==> src/rtl/mandel_sched_pkg.sv <==
// Shared types and helpers for the Mandelbrot frame scheduler: FSM states,
// pixel tag / FIFO entry layouts and the round-robin pick used on both sides.
package mandel_sched_pkg;

    localparam int unsigned MAX_ENG     = 16;
    localparam int unsigned TAG_XY_W    = 16;
    localparam int unsigned MAX_COLOR_W = 32;

    typedef enum logic [1:0] {
        IDLE,
        RUN,
        DRAIN,
        DONE
    } state_t;

    typedef struct packed {
        logic [TAG_XY_W-1:0] x;
        logic [TAG_XY_W-1:0] y;
    } pix_tag_t;

    typedef struct packed {
        pix_tag_t               tag;
        logic [MAX_COLOR_W-1:0] color;
    } fifo_entry_t;

    typedef struct packed {
        logic       valid;
        logic [3:0] idx;
    } rr_grant_t;

    function automatic int unsigned xw_of(input int unsigned width);
        return (width > 1) ? $clog2(width) : 1;
    endfunction

    function automatic int unsigned yw_of(input int unsigned height);
        return (height > 1) ? $clog2(height) : 1;
    endfunction

    // Search starts one past the previous grant so every requester is served in turn.
    function automatic rr_grant_t rr_pick(input logic [MAX_ENG-1:0] req,
                                          input logic [3:0]         last,
                                          input int unsigned        n);
        rr_grant_t   g;
        int unsigned j;
        logic [3:0]  jj;
        g = '0;
        for (int unsigned k = 1; k <= MAX_ENG; k++) begin
            if (k <= n) begin
                j  = (32'(last) + k) % n;
                jj = 4'(j);
                if (!g.valid && req[jj]) begin
                    g.valid = 1'b1;
                    g.idx   = jj;
                end
            end
        end
        return g;
    endfunction

endpackage

==> src/rtl/mandel_pix_fifo.sv <==
// Generic show-ahead synchronous FIFO; head is presented combinationally and
// reads as zero while empty.
module mandel_pix_fifo #(
    parameter int unsigned DEPTH = 8,
    parameter int unsigned W     = 8
) (
    input  logic         sysclk,
    input  logic         reset,
    input  logic         push,
    input  logic [W-1:0] din,
    input  logic         pop,
    output logic [W-1:0] dout,
    output logic         empty,
    output logic         full
);

    localparam int unsigned AW = $clog2(DEPTH);
    localparam int unsigned CW = AW + 1;

    logic [W-1:0]  mem [DEPTH];
    logic [AW-1:0] wr_ptr, rd_ptr;
    logic [CW-1:0] count;
    logic          do_push, do_pop;

    always_comb begin
        full    = (count == CW'(DEPTH));
        empty   = (count == '0);
        do_push = push && !full;
        do_pop  = pop && !empty;
        dout    = empty ? '0 : mem[rd_ptr];
    end

    always_ff @(posedge sysclk) begin
        if (!reset) begin
            wr_ptr <= '0;
            rd_ptr <= '0;
            count  <= '0;
        end else begin
            if (do_push) wr_ptr <= wr_ptr + AW'(1);
            if (do_pop)  rd_ptr <= rd_ptr + AW'(1);
            case ({do_push, do_pop})
                2'b10:   count <= count + CW'(1);
                2'b01:   count <= count - CW'(1);
                default: count <= count;
            endcase
        end
    end

    always_ff @(posedge sysclk) begin
        if (do_push) mem[wr_ptr] <= din;
    end

endmodule

==> src/rtl/mandel_frame_scheduler.sv <==
// Raster walker that farms pixels out to N depth engines, gathers results in
// completion order and streams tagged colours to the framebuffer writer.
module mandel_frame_scheduler
    import mandel_sched_pkg::*;
#(
    parameter int unsigned N_ENGINES  = 4,
    parameter int unsigned WIDTH      = 640,
    parameter int unsigned HEIGHT     = 480,
    parameter int unsigned COORD_W    = 32,
    parameter int unsigned COLOR_W    = 24,
    parameter int unsigned FIFO_DEPTH = 8,
    localparam int unsigned XW = xw_of(WIDTH),
    localparam int unsigned YW = yw_of(HEIGHT)
) (
    input  logic                         sysclk,
    input  logic                         reset,
    input  logic                         frame_start,
    input  logic signed [COORD_W-1:0]    re_origin,
    input  logic signed [COORD_W-1:0]    im_origin,
    input  logic signed [COORD_W-1:0]    step,
    output logic                         busy,
    output logic                         frame_done,
    output logic [N_ENGINES-1:0]         eng_start,
    output logic [XW-1:0]                eng_x,
    output logic [YW-1:0]                eng_y,
    output logic signed [COORD_W-1:0]    eng_re_c,
    output logic signed [COORD_W-1:0]    eng_im_c,
    input  logic [N_ENGINES-1:0]         eng_done,
    input  logic [N_ENGINES*COLOR_W-1:0] eng_color,
    output logic                         pix_valid,
    input  logic                         pix_ready,
    output logic [XW-1:0]                pix_x,
    output logic [YW-1:0]                pix_y,
    output logic [COLOR_W-1:0]           pix_color
);

    localparam int unsigned TOTAL = WIDTH * HEIGHT;
    localparam int unsigned PCW   = $clog2(TOTAL + 1);
    localparam int unsigned FE_W  = $bits(fifo_entry_t);

    state_t                    state, state_nxt;
    logic [XW-1:0]             x;
    logic [YW-1:0]             y;
    logic signed [COORD_W-1:0] re_acc, im_acc, re_org, step_r;
    logic [N_ENGINES-1:0]      eng_busy, slot_full, free_vec, cap_vec, disp_vec, coll_vec;
    logic [COLOR_W-1:0]        slot_color [N_ENGINES];
    pix_tag_t                  tags [N_ENGINES];
    logic [3:0]                disp_last, coll_last;
    rr_grant_t                 disp_g, coll_g;
    logic                      dispatch, collect, last_pix, pop;
    logic [PCW-1:0]            pop_cnt;
    fifo_entry_t               push_entry, head_entry;
    logic                      fifo_full, fifo_empty;
    logic                      unused_head;

    always_comb begin
        free_vec = ~eng_busy & ~slot_full;
        cap_vec  = eng_done & eng_busy;
        disp_g   = rr_pick(MAX_ENG'(free_vec), disp_last, N_ENGINES);
        coll_g   = rr_pick(MAX_ENG'(slot_full), coll_last, N_ENGINES);
        dispatch = (state == RUN) && disp_g.valid;
        collect  = !fifo_full && coll_g.valid;
        last_pix = (x == XW'(WIDTH - 1)) && (y == YW'(HEIGHT - 1));
        pop      = !fifo_empty && pix_ready;
        disp_vec   = '0;
        coll_vec   = '0;
        push_entry = '0;
        for (int unsigned i = 0; i < N_ENGINES; i++) begin
            disp_vec[i] = dispatch && (disp_g.idx == 4'(i));
            coll_vec[i] = collect && (coll_g.idx == 4'(i));
            if (coll_vec[i]) begin
                push_entry.tag   = tags[i];
                push_entry.color = MAX_COLOR_W'(slot_color[i]);
            end
        end
    end

    always_comb begin
        state_nxt  = state;
        busy       = (state == RUN) || (state == DRAIN);
        frame_done = (state == DONE);
        case (state)
            IDLE:    if (frame_start) state_nxt = RUN;
            RUN:     if (dispatch && last_pix) state_nxt = DRAIN;
            DRAIN:   if (pop && (pop_cnt == PCW'(TOTAL - 1))) state_nxt = DONE;
            DONE:    state_nxt = IDLE;
            default: state_nxt = IDLE;
        endcase
    end

    always_ff @(posedge sysclk) begin
        if (!reset) begin
            state     <= IDLE;
            x         <= '0;
            y         <= '0;
            re_acc    <= '0;
            im_acc    <= '0;
            re_org    <= '0;
            step_r    <= '0;
            eng_busy  <= '0;
            slot_full <= '0;
            pop_cnt   <= '0;
            disp_last <= 4'(N_ENGINES - 1);
            coll_last <= 4'(N_ENGINES - 1);
        end else begin
            state <= state_nxt;
            if (state == IDLE && frame_start) begin
                x       <= '0;
                y       <= '0;
                re_acc  <= re_origin;
                im_acc  <= im_origin;
                re_org  <= re_origin;
                step_r  <= step;
                pop_cnt <= '0;
            end else if (dispatch) begin
                if (x == XW'(WIDTH - 1)) begin
                    x      <= '0;
                    y      <= (y == YW'(HEIGHT - 1)) ? '0 : y + YW'(1);
                    re_acc <= re_org;
                    im_acc <= im_acc - step_r;
                end else begin
                    x      <= x + XW'(1);
                    re_acc <= re_acc + step_r;
                end
            end
            if (pop && busy) pop_cnt <= pop_cnt + PCW'(1);
            // Completion and redispatch never collide: a busy engine is never free.
            eng_busy  <= (eng_busy & ~cap_vec) | disp_vec;
            slot_full <= (slot_full & ~coll_vec) | cap_vec;
            if (dispatch) disp_last <= disp_g.idx;
            if (collect)  coll_last <= coll_g.idx;
        end
    end

    always_ff @(posedge sysclk) begin
        for (int unsigned i = 0; i < N_ENGINES; i++) begin
            if (cap_vec[i])  slot_color[i] <= eng_color[i*COLOR_W +: COLOR_W];
            if (disp_vec[i]) tags[i]       <= '{x: TAG_XY_W'(x), y: TAG_XY_W'(y)};
        end
    end

    mandel_pix_fifo #(
        .DEPTH (FIFO_DEPTH),
        .W     (FE_W)
    ) u_fifo (
        .sysclk (sysclk),
        .reset  (reset),
        .push   (collect),
        .din    (push_entry),
        .pop    (pop),
        .dout   (head_entry),
        .empty  (fifo_empty),
        .full   (fifo_full)
    );

    assign eng_start   = disp_vec;
    assign eng_x       = x;
    assign eng_y       = y;
    assign eng_re_c    = re_acc;
    assign eng_im_c    = im_acc;
    assign pix_valid   = !fifo_empty;
    assign pix_x       = head_entry.tag.x[XW-1:0];
    assign pix_y       = head_entry.tag.y[YW-1:0];
    assign pix_color   = head_entry.color[COLOR_W-1:0];
    assign unused_head = ^head_entry;

endmodule

==> config.mk <==
export PLATFORM = sky130hd
export DESIGN_NAME = mandel_frame_scheduler
export DESIGN_NICKNAME = d
export VERILOG_FILES = /design/src/rtl/mandel_sched_pkg.sv /design/src/rtl/mandel_pix_fifo.sv /design/src/rtl/mandel_frame_scheduler.sv
export SDC_FILE = /design/constraint.sdc
export NUM_CORES = 1
export LEC_CHECK = 0
export CAP_MARGIN = 10
export CORE_UTILIZATION = 50
export DETAILED_ROUTE_END_ITERATION = 8
export GPL_TIMING_DRIVEN = 1
export PLACE_DENSITY = 0.72
export SYNTH_ARGS = -nofsm -noshare
export SYNTH_HDL_FRONTEND = slang
export SYNTH_SLANG_ARGS = --single-unit
export TNS_END_PERCENT = 10
==> constraint.sdc <==
create_clock -name sysclk -period 14.53 [get_ports sysclk]
set_clock_uncertainty 0.1 [all_clocks]
set_input_delay 4.359 -clock sysclk [delete_from_list [all_inputs] [get_ports sysclk]]
set_output_delay 4.359 -clock sysclk [all_outputs]
set_load 0.02 [all_outputs]
# Yosys cells after proc, flatten, opt, wreduce, memory -nomap -nowiden
# Memory sizes are Yosys's and may differ from the RTL's. A register that Yosys moved wholly into a read port is not among the register bits.
# Index checks and enable logic that the tools add are counted.
dict set report word_totals {
  wordCells 193
  mem_count 3
  mem_bits_ro 0
  input_bits 200
  latchBits 0
  ff_bits 190
  output_inout_bits 133
  ramBits 684
}
dict set report classes {
  eq_ne 18
  div_mod_pow 0
  order_cmp 8
  shift 0
  n_reduce_logical 48
  mux 73
  n_bitwise 11
  multipliers 0
  add_sub_neg 17
}
# memory words width rd rd_clocked_by_memory_dff write_ports line_no
set mem_list {}
lappend mem_list {u_fifo.mem 8 64 1 1 1 mandel_pix_fifo.sv:20} ;# logic [W-1:0] mem [DEPTH];
lappend mem_list {slot_color 4 24 4 0 4 mandel_frame_scheduler.sv:46} ;# logic [COLOR_W-1:0] slot_color [N_ENGINES];
lappend mem_list {tags 4 19 4 0 1 mandel_frame_scheduler.sv:47} ;# pix_tag_t tags [N_ENGINES];
# cell count
set ops {}
lappend ops {{$mux W64} 4}
lappend ops {{$mux W32} 6}
lappend ops {{$mux W19} 5}
lappend ops {{$mux W58} 1}
lappend ops {{$reduce_or A19 Y1} 3}
lappend ops {{$lt A2 B5 Y1 const B} 8}
lappend ops {{$mux W5} 8}
lappend ops {{$add A32 B32 Y32} 1}
lappend ops {{$sub A32 B32 Y32} 1}
lappend ops {{$mux W1} 29}
lappend ops {{$logic_and A1 B1 Y1} 24}
lappend ops {{$add A19 B1 Y19 const B} 1}
lappend ops {{$eq A19 B19 Y1 const B} 1}
lappend ops {{$and A4 B4 Y4} 4}
lappend ops {{$bmux W1 S2} 8}
lappend ops {{$eq A4 B2 Y1 const B} 4}
lappend ops {{$not A4 Y4} 4}
lappend ops {{$logic_not A4 Y1} 3}
lappend ops {{$mux W2} 6}
lappend ops {{$add A10 B1 Y10 const B} 1}
lappend ops {{$eq A10 B10 Y1 const B} 1}
lappend ops {{$mux W10} 1}
lappend ops {{$add A9 B1 Y9 const B} 1}
lappend ops {{$eq A9 B9 Y1 const B} 1}
lappend ops {{24 further kinds} 49}

# Logic depth before layout (Yosys ltp)
# Gate-level depths: netlist of the first run.
dict set report logic_depth {
  word_depth 22
  depth_mapped 12
  mapped_depth_nobuf 12
}

# By module
# Synthesis of the first run repeated with hierarchy kept, for this count alone.
dict set report unflattened {
  cells_unflattened 2710
  hier_area_um2 37513.5
}
# module cells_each instances area_each_um2
set by_module_without_submodules {}
lappend by_module_without_submodules {mandel_pix_fifo 883 1 20019.2}
lappend by_module_without_submodules {mandel_frame_scheduler 1827 1 17494.3}

# Worst setup path before layout of the first run
# No wires, ideal clock.
dict set report synth_timing {
  path_type {flip-flop to output port}
  startpoint {register slot_full[1]}
  endpoint {output eng_start[1]}
  path_buffers 0
  path_stages_with_launch 7
  t_arrival_ns 2.792
  setup_slack_ns 7.279
  path_cell_list {dfxtp_1 nor2_1 nor2_1 o21ai_0 o21ai_0 o21a_1 nor3_1}
}
dict set report synth_between {
  elab_chain_cells 16
  elab_cells_between_ends 23
}
# element line_no
set synth_rtl {}
lappend synth_rtl {{start, declared} mandel_frame_scheduler.sv:45} ;# logic [N_ENGINES-1:0] eng_busy, slot_full, free_vec, cap_vec, disp_vec, coll_vec;
lappend synth_rtl {{start signal, assigned} mandel_frame_scheduler.sv:129} ;# slot_full <= (slot_full & ~coll_vec) | cap_vec;
lappend synth_rtl {{$not A4 Y4 (*)} mandel_frame_scheduler.sv:57} ;# free_vec = ~eng_busy & ~slot_full;
lappend synth_rtl {{$and A4 B4 Y4 (*)} mandel_frame_scheduler.sv:57}
lappend synth_rtl {{$bmux W1 S2} mandel_sched_pkg.sv:51} ;# if (!g.valid && req[jj]) begin
lappend synth_rtl {{$mux W1 (not written as such)} mandel_sched_pkg.sv:51}
lappend synth_rtl {{$mux W5} mandel_sched_pkg.sv:51}
lappend synth_rtl {{$logic_not A1 Y1} mandel_sched_pkg.sv:51}
lappend synth_rtl {{$logic_and A1 B1 Y1} mandel_sched_pkg.sv:51}
lappend synth_rtl {{$mux W5} mandel_sched_pkg.sv:51}
lappend synth_rtl {{$logic_not A1 Y1} mandel_sched_pkg.sv:51}
lappend synth_rtl {{$logic_and A1 B1 Y1} mandel_sched_pkg.sv:51}
lappend synth_rtl {{$mux W5} mandel_sched_pkg.sv:51}
lappend synth_rtl {{$logic_not A1 Y1} mandel_sched_pkg.sv:51}
lappend synth_rtl {{$logic_and A1 B1 Y1} mandel_sched_pkg.sv:51}
lappend synth_rtl {{$mux W5 (*)} mandel_sched_pkg.sv:51}
lappend synth_rtl {{$eq A4 B1 Y1 / $logic_and A1 B1 Y1 (equally long branches)} {mandel_frame_scheduler.sv:69, mandel_frame_scheduler.sv:61}}
lappend synth_rtl {{$logic_and A1 B1 Y1 (*)} mandel_frame_scheduler.sv:69} ;# disp_vec[i] = dispatch && (disp_g.idx == 4'(i));
lappend synth_rtl {{end, declared} mandel_frame_scheduler.sv:23} ;# output logic [N_ENGINES-1:0] eng_start,
# Every way passes the cells marked *; elsewhere a longest branch is shown, timed or not. The select of a mux whose other input is x is not followed.

==> results of run 1 <==
[critical path, cell delays in order (launching register included)]
cell and delay (ns):
dfxtp_4 0.85, buf_4 0.86, mux4_2 0.63, mux2i_1 0.20, nor2_1 0.07, clkdlybuf4s50_1 0.56
[final cells by class]
class                   instances  share of cell area, %
diodes                          1                0.00671
repair buffers                367                   9.61
inverters                      56                  0.570
multi-input cells            1531                   29.0
flip-flops and latches        709                   51.9
clock inverters                31                  0.835
well taps                     782                   2.62
clock buffers                 102                   5.44
[per-stage QoR]
| stage | hold slack, ns | total power (W) | util, % | area (um^2) |
|---|---|---|---|---|
| after floorplan | 0.333 | 0.00406 | - | 30800 |
| after global placement | 0.342 | 0.00477 | 57.7 | 35000 |
| after detailed placement | 0.347 | 0.00483 | 57.7 | 35000 |
| after CTS | 0.355 | 0.00666 | 61.6 | 37300 |
| after global routing | 0.373 | 0.00694 | 61.6 | 37300 |
| final | 0.357 | 0.00663 | 61.6 | 37300 |
[where the power goes]
part / leakage (nW) / internal [W] / switching [W]
Combinational: 5.23 / 0.000879 / 0.00129
Clock: 1.14 / 0.00104 / 0.000787
Sequential: 6.32 / 0.00247 / 0.000165
[registers in the layout (all words and copies together), names as in the netlist, named ones only]
signal / flops
tags: 76
eng_im_c: 32
u_fifo.mem: 344
u_fifo.rd_ptr: 3
state: 2
pop_cnt: 19
eng_x: 10
eng_y: 9
u_fifo.wr_ptr: 3
slot_color: 96
eng_re_c: 32
coll_last: 2
u_fifo.count: 4
re_org: 32
eng_busy: 4
step_r: 32
disp_last: 2
slot_full: 4
[cell families after synthesis]
logic type                 share of synthesized area [%]
buffers and inverters                               2.43
adders and majority gates                           3.17
xor gates and xnor gates                            2.22
DFF                                                 62.8
AOI/OAI and AO/OA                                   12.3
and+or+nand+nor                                     9.15
muxes                                               7.97
[layout by cell type, fill, tap and decap left out, types with 5 or more instances in the layout]
cell               n
ha_1              75
xor2_1            42
a31oi_1           13
buf_4             35
mux2i_1           52
a221o_1            5
nor3b_1            5
nor2_4             5
a21oi_1          241
mux4_2            86
clkbuf_1          23
nand4_1           23
xnor2_1           36
a211oi_1           8
o22ai_1           13
edfxtp_1         516
nand3b_1           5
and3_1            18
clkinv_2          11
o21ai_1           23
a221oi_1          47
nor3_1            18
and2_1             7
o21a_1            16
nand3_1           27
inv_1             53
nor3b_2            5
or3_1              9
o21bai_1           5
nand2b_1          15
clkbuf_16         76
a21o_1            37
o21ai_0          123
clkdlybuf4s50_1  332
nand2_1          296
o211ai_1          34
dfxtp_1          190
nor2_1           150
nor2b_1            9
clkinv_1          10
[path summary, 6_finish.rpt]
path                        start                end  slack, ns  cells past startpoint
hold / removal          re_org[4]          re_org[4]       0.36                      2
setup / recovery             flop           pix_y[4]       6.21                      5
hold reg to reg         re_org[4]          re_org[4]       0.36                      2
setup reg to reg  u_fifo.count[1]  u_fifo.mem[5][35]      10.61                      9
[per-layer routing]
layer	share of wire (%)	routed length [um]	vias up
met2	50	41300	822
met1	40	33000	10531
met5	0.087	72	-
met3	7.5	6270	136
met4	2.8	2340	10
li1	-	-	9781
==> flow_summary.ini, run 1 <==
[flow_run]
cap_violations = 0

[clocking]
clockBufferDepth = 3
cts_resized = 0
htree_levels = 3
clkTransAtPathRegs_ns = 0.06
cts_tree = yes
root_buffer = clkbuf_16
clk_latency_ns = 0.63
post_cts_buffers = 0
cts_hold_buf = 0
cts_buffers = 74
cts.sinks = 709

[yosys]
synth_top_flop_cell = edfxtp_1
synth_nets = 2705
synth_cell_type_count = 84
syn_inst = 2428
yosys.area.top_type = edfxtp_1
synth-seq-area-share_pct = 62.8
synth_top_cells_by_count = edfxtp_1 (516), nand2_1 (297), a21oi_1 (241)
synth_top_area_share_pct = 50.3
synthTopCellsByArea = edfxtp_1 (50%), dfxtp_1 (13%), mux4_2 (6.3%)
ys_seq_elements = 709
syn_area_mm2 = 0.0308
synth_edf_count = 516
synth.most_common_cell = edfxtp_1
ys_warn_count = 0
synth-async-reset-ratio_pct = 0
postSynthAreaPerCell_um2 = 12.7

[critical_path]
worst_setup_path_end_kind = primary output
cp_max_fo = 48
worstSetupStartpointType = flop
critPathKind = reg -> out
critPathRequiredTime_ns = 10.07
crit_arrival_ns = 3.86

[pwr]
p_per_area_mw_per_mm2 = 178
leakagePower_nw = 12.7
vdd_ir_drop_max_v = 0.000107

[timing]
fin_crit_ns = 8.32
setup_violations = 0
setup_ws_ns = 6.21
relSlewSlack_pct = 20.6
slew_violations = 0
tns_ns = 0
worst_pin_slew_ns = 1.19
hold_violations = 0
rsz0062_at_grt = false
period_share_pct = 57.2
max_clock_freq_mhz = 120

[routing]
final_antenna_net_count = 0
dr.pass1.iters = 5
wl_mm = 83.0
drtIter0Drc = 1610
drc = 0
detailroute.via_count = 21280
wl_per_cell_um = 23.2
detail_route.vias_per_cell = 5.95

[grt]
antenna_found_initial = 7
gr-total-overflow = 0
grt_max_degree = 115
grt-busiest-layer = met2
use_met1_pct = 32.8
grt_first_pass_wirelength_mm = 126
use_met2_pct = 45.5
use_met3_pct = 5.81
grt.total_usage_pct = 26.3
grt_pass1_vias = 21470

[final_layout]
final_cells = 3579
area.growth.synth_to_final_pct = 21.0
fin_nets = 3016
multi_input_area_mm2 = 0.0108
fill_cells = 4678
drive_gt1_share_pct = 9.84
seq_area_mm2 = 0.0194

[die]
rows = 90
die_h_um = 250
core-area_mm2 = 0.0606
die_w_um = 250
fp.dieArea_mm2 = 0.0627
initial_utilization_pct = 50.9
ios = 333

[placed_design]
portBuffers = 332
dp.final_hpwl_mm = 54.1
gp_congestion = 0.904
place_inst = 3445
pre_cts_slack_ns = 6.78

[hold_path]
hold_path.class = reg -> reg

[run_status]
status = finished clean
(Power assumes the default switching activity.)
==> run 2: changes to the inputs <==
==> constraint.sdc (replaced) <==
create_clock -name sysclk -period 7.97 [get_ports sysclk]
set_clock_uncertainty 0.1 [all_clocks]
set_input_delay 2.391 -clock sysclk [delete_from_list [all_inputs] [get_ports sysclk]]
set_output_delay 2.391 -clock sysclk [all_outputs]
set_load 0.02 [all_outputs]
==> run 2 against run 1 <==
  * Total power up 84%
  * Clock-buffer cell count down 17
  * Critical path depth unchanged
  * Flip-flop and latch count unchanged
  * Sequential share of layout area down 0.10 points
  * Sequential power up 83%
  * Critical endpoint is now pix_y[6]
  * Wire length down 0.78%
==> flow_summary.ini, run 2 (synthesis gave the netlist of run 1 again) <==
[routing]
detailroute.via_count = 21308
dr.pass1.iters = 5
wl_per_cell_um = 23.0
drc = 0
final_antenna_net_count = 0
wl_mm = 82.4
detail_route.vias_per_cell = 5.95
drtIter0Drc = 1867

[critical_path]
crit_arrival_ns = 3.61
critPathRequiredTime_ns = 5.48
cpMaxStageDelayCell = dfxtp_4
critPathKind = reg -> out
worstSetupStartpointType = flop
worst_setup_path_end_kind = primary output
crit_chain = buf_4 > mux4_2 > mux2i_1 > nor2_1 > clkdlybuf4s50_1
cp_max_fo = 48
reg2reg_depth = 10
critical-path-max-stage-delay_ns = 0.95

[placed_design]
portBuffers = 332
pre_cts_slack_ns = 2.34
place_inst = 3448
gp_congestion = 0.889
dp.final_hpwl_mm = 53.8

[final_layout]
fin_nets = 3019
area.growth.synth_to_final_pct = 21.3
largest-register = u_fifo.mem
largest_reg_flops = 344
final_cells = 3584
final_common_cell = edfxtp_1
reg.largest.list = u_fifo.mem: 344 flops, slot_color: 96 flops, tags: 76 flops
final_cell_mix = edfxtp_1 (516), clkdlybuf4s50_1 (332), nand2_1 (296)
drive_gt1_share_pct = 10.1

[grt]
grt.total_usage_pct = 26.2
gr-total-overflow = 0
grt_first_pass_wirelength_mm = 125
grt_pass1_vias = 21305
antenna_found_initial = 10
grt_max_degree = 74

[timing]
fin_crit_ns = 6.10
setup_ws_ns = 1.87
hold_violations = 0
setup_violations = 0
rsz0062_at_grt = false
period_share_pct = 76.6
worst_pin_slew_ns = 1.13
tns_ns = 0
relSlewSlack_pct = 24.7
max_clock_freq_mhz = 164
slew_violations = 0

[clocking]
clk_latency_ns = 0.63
root_buffer = clkbuf_16
clockBufferDepth = 3
clkTransAtPathRegs_ns = 0.06
cts_buffers = 74
cts_resized = 0
cts.sinks = 709
cts_hold_buf = 0
htree_levels = 3
post_cts_buffers = 0
cts_tree = yes

[die]
die_w_um = 250
fp.dieArea_mm2 = 0.0627
ios = 333
core-area_mm2 = 0.0606
rows = 90
initial_utilization_pct = 50.9
die_h_um = 250

[hold_path]
holdPathStages = 2
hold_path.class = reg -> reg

[pwr]
leakagePower_nw = 12.7
p_per_area_mw_per_mm2 = 326
vdd_ir_drop_max_v = 0.000209
p_total_w = 0.0122

[run_status]
status = finished clean

[flow_run]
cap_violations = 0
run 2: critical path, delay by kind of cell, from the launching register on:
family                 cells  cell delay [ns]
multiplexers               2             0.79
flip-flops                 1             0.95
AND/OR/NAND/NOR            1             0.07
buffers and inverters      2             1.10
run 2: per-layer routing:
metal  track usage [%]  vias up  wire, um  share of wire, %
li1                  -     9812         -                 -
met1              33.0    10503     32800                40
met2              44.6      839     40600                49
met3              5.85      138      6740               8.2
met4              8.69       16      2170               2.6
met5                 0        -        99              0.12
run 2: path summary, 6_finish.rpt:
kind / startpoint / endpoint / slack (ns)
worst min register to register: re_org[17] / re_org[17] / 0.35
worst max register to register: u_fifo.count[1] / u_fifo.mem[2][39] / 3.73
worst max-delay path: flop / pix_y[6] / 1.87
worst min-delay path: re_org[17] / re_org[17] / 0.35
run 2: cell type report:
cell class	count	area, um^2
Timing Repair Buffer	370	3610
Antenna cell	2	5.00
Tap cell	782	978
Clock inverter	49	454
Fill cell	4658	23200
Clock buffer	85	1930
Inverter	56	213
Sequential cell	709	19400
Multi-Input combinational cell	1531	10800
run 2: where the power goes:
| part | internal, W | leakage, nW | switching [W] |
|---|---|---|---|
| registers | 0.00450 | 6.32 | 0.000317 |
| clock network | 0.00198 | 1.16 | 0.00143 |
| logic | 0.00161 | 5.25 | 0.00235 |
| total | 0.00808 | 12.7 | 0.00409 |
run 2: per-stage QoR:
step | hold slack (ns) | utilization, % | area (um^2)
2_1_floorplan | 0.333 | - | 30800
5_1_grt | 0.370 | 61.7 | 37400
3_3_place_gp | 0.341 | 57.8 | 35000
6_report | 0.354 | 61.7 | 37400
3_5_place_dp | 0.346 | 57.8 | 35000
4_1_cts | 0.354 | 61.7 | 37400
==> run 3: changes to the inputs <==
--- a/config.mk
+++ b/config.mk
@@ -9,7 +9,7 @@
 export CORE_UTILIZATION = 50
 export DETAILED_ROUTE_END_ITERATION = 8
 export GPL_TIMING_DRIVEN = 1
-export PLACE_DENSITY = 0.72
+export PLACE_DENSITY = 0.75
 export SYNTH_ARGS = -nofsm -noshare
 export SYNTH_HDL_FRONTEND = slang
 export SYNTH_SLANG_ARGS = --single-unit
==> constraint.sdc (replaced) <==
create_clock -name sysclk -period 5.1 [get_ports sysclk]
set_clock_uncertainty 0.1 [all_clocks]
set_input_delay 1.53 -clock sysclk [delete_from_list [all_inputs] [get_ports sysclk]]
set_output_delay 1.53 -clock sysclk [all_outputs]
set_load 0.02 [all_outputs]
==> run 3 against run 2 <==
  * Global-route usage is 0.73 points higher
  * Core utilization is 0.50 points higher
  * Hold slack better by 0.0023 ns
  * Non-clock buffer count is 12 higher
  * Critical path type unchanged
  * Highest routed layer unchanged
==> flow_summary.ini, run 3 (synthesis gave the netlist of run 1 again) <==
[clocking]
post_cts_buffers = 0
cts_hold_buf = 0
cts_resized = 0
clkTransAtPathRegs_ns = 0.06
cts_tree = yes
clockBufferDepth = 3
cts.sinks = 709
root_buffer = clkbuf_16
htree_levels = 3
cts_buffers = 75
clk_latency_ns = 0.63

[routing]
dr.pass1.iters = 5
drc = 0
wl_mm = 85.2
detail_route.vias_per_cell = 6.04
wl_per_cell_um = 23.6
drtIter0Drc = 1817
final_antenna_net_count = 0
detailroute.via_count = 21754

[timing]
slew_violations = 0
hold_violations = 0
tns_ns = 0
worst_pin_slew_ns = 1.08
relSlewSlack_pct = 27.1
period_share_pct = 93.4
setup_ws_ns = 0.336
worst_hold_slack_ns = 0.357
fin_crit_ns = 4.76
max_clock_freq_mhz = 210
setup_violations = 0
rsz0062_at_grt = false

[critical_path]
cp_max_fo = 8
crit_arrival_ns = 3.13
worstSetupStartpointType = flop
critPathRequiredTime_ns = 3.47
critPathKind = reg -> out
worst_setup_path_end_kind = primary output

[die]
ios = 333
die_w_um = 250
core-area_mm2 = 0.0606
initial_utilization_pct = 50.9
fp.dieArea_mm2 = 0.0627
rows = 90
die_h_um = 250

[grt]
grt_pass1_vias = 21590
antenna_found_initial = 7
grt_first_pass_wirelength_mm = 129
gr-total-overflow = 0
grt_max_degree = 75
grt.total_usage_pct = 26.9

[final_layout]
reg.largest.list = u_fifo.mem: 344 flops, slot_color: 96 flops, tags: 76 flops
final_cell_mix = edfxtp_1 (516), clkdlybuf4s50_1 (332), nand2_1 (296)
fin_nets = 3032
largest_reg_flops = 344
multi_input_area_mm2 = 0.0108
drive_gt1_share_pct = 10.8
fill_cells = 4566
final_common_cell = edfxtp_1
largest-register = u_fifo.mem
final_cells = 3603
area.growth.synth_to_final_pct = 22.3
seq_area_mm2 = 0.0194

[placed_design]
pre_cts_slack_ns = 1.03
portBuffers = 332
dp.final_hpwl_mm = 55.0
place_inst = 3459
gp_congestion = 0.909

[pwr]
vdd_ir_drop_max_v = 0.000390
leakagePower_nw = 12.9
p_per_area_mw_per_mm2 = 515
p_total_w = 0.0194

[flow_run]
cap_violations = 0

[hold_path]
hold_path.class = reg -> reg

[run_status]
status = finished clean
run 3: cell count changes in the layout (fill, tap and decap cells not counted), moves of 2 or more:
cell,change
clkinv_16,+2
buf_4,+6
clkinv_1,-6
buf_12,+5
clkinv_2,+3
inv_16,+2
clkbuf_1,+4
bufinv_16,+2
run 3: worst max-delay path, cell delays in order, from the launching register on:
cell and delay, ns:
dfxtp_1 0.37, nor2_1 0.28, nor2_1 0.07, o21ai_0 0.16
o21ai_0 0.11, o21a_1 0.16, nor3_2 0.62, clkdlybuf4s50_1 0.74
run 3: report_power, final:
group / total (W) / switching (W) / internal [W] / leakage (nW)
combinational: 0.00633 / 0.00376 / 0.00257 / 5.33
sequential: 0.00748 / 0.000439 / 0.00704 / 6.32
clock: 0.00559 / 0.00235 / 0.00324 / 1.23
total: 0.0194 / 0.00656 / 0.0128 / 12.9
run 3: cell type report:
cell class              instances  share of cell area (%)
diodes                          3                  0.0199
clock buffers                  89                    5.17
clock inverters                51                    1.57
inverters                      56                   0.564
multi-input cells            1531                    28.7
flip-flops and latches        709                    51.4
well taps                     782                    2.60
repair buffers                382                    9.98
run 3: worst paths after layout:
path	startpoint	to	slack (ns)	cells after the start
worst max-delay path	slot_full[1]	eng_start[1]	0.34	7
worst min-delay path	re_org[7]	re_org[7]	0.36	2
worst max register to register	u_fifo.count[1]	u_fifo.mem[1][39]	1.00	9
worst min register to register	re_org[7]	re_org[7]	0.36	2
run 3: layer usage:
layer	vias to the layer above	GRT usage, %	part of all wire (%)
li1	9826	-	-
met1	10773	33.4	38
met2	989	46.4	50
met3	156	6.32	8.5
met4	10	8.54	3.2
met5	-	0	0.069
run 3: metrics by stage:
stage	instance area, um^2	utilization, %
finish	37700	62.2
global route	37700	62.2
CTS	37700	62.2
detailed placement	35100	58.0
global placement	35100	58.0
floorplan	30800	-
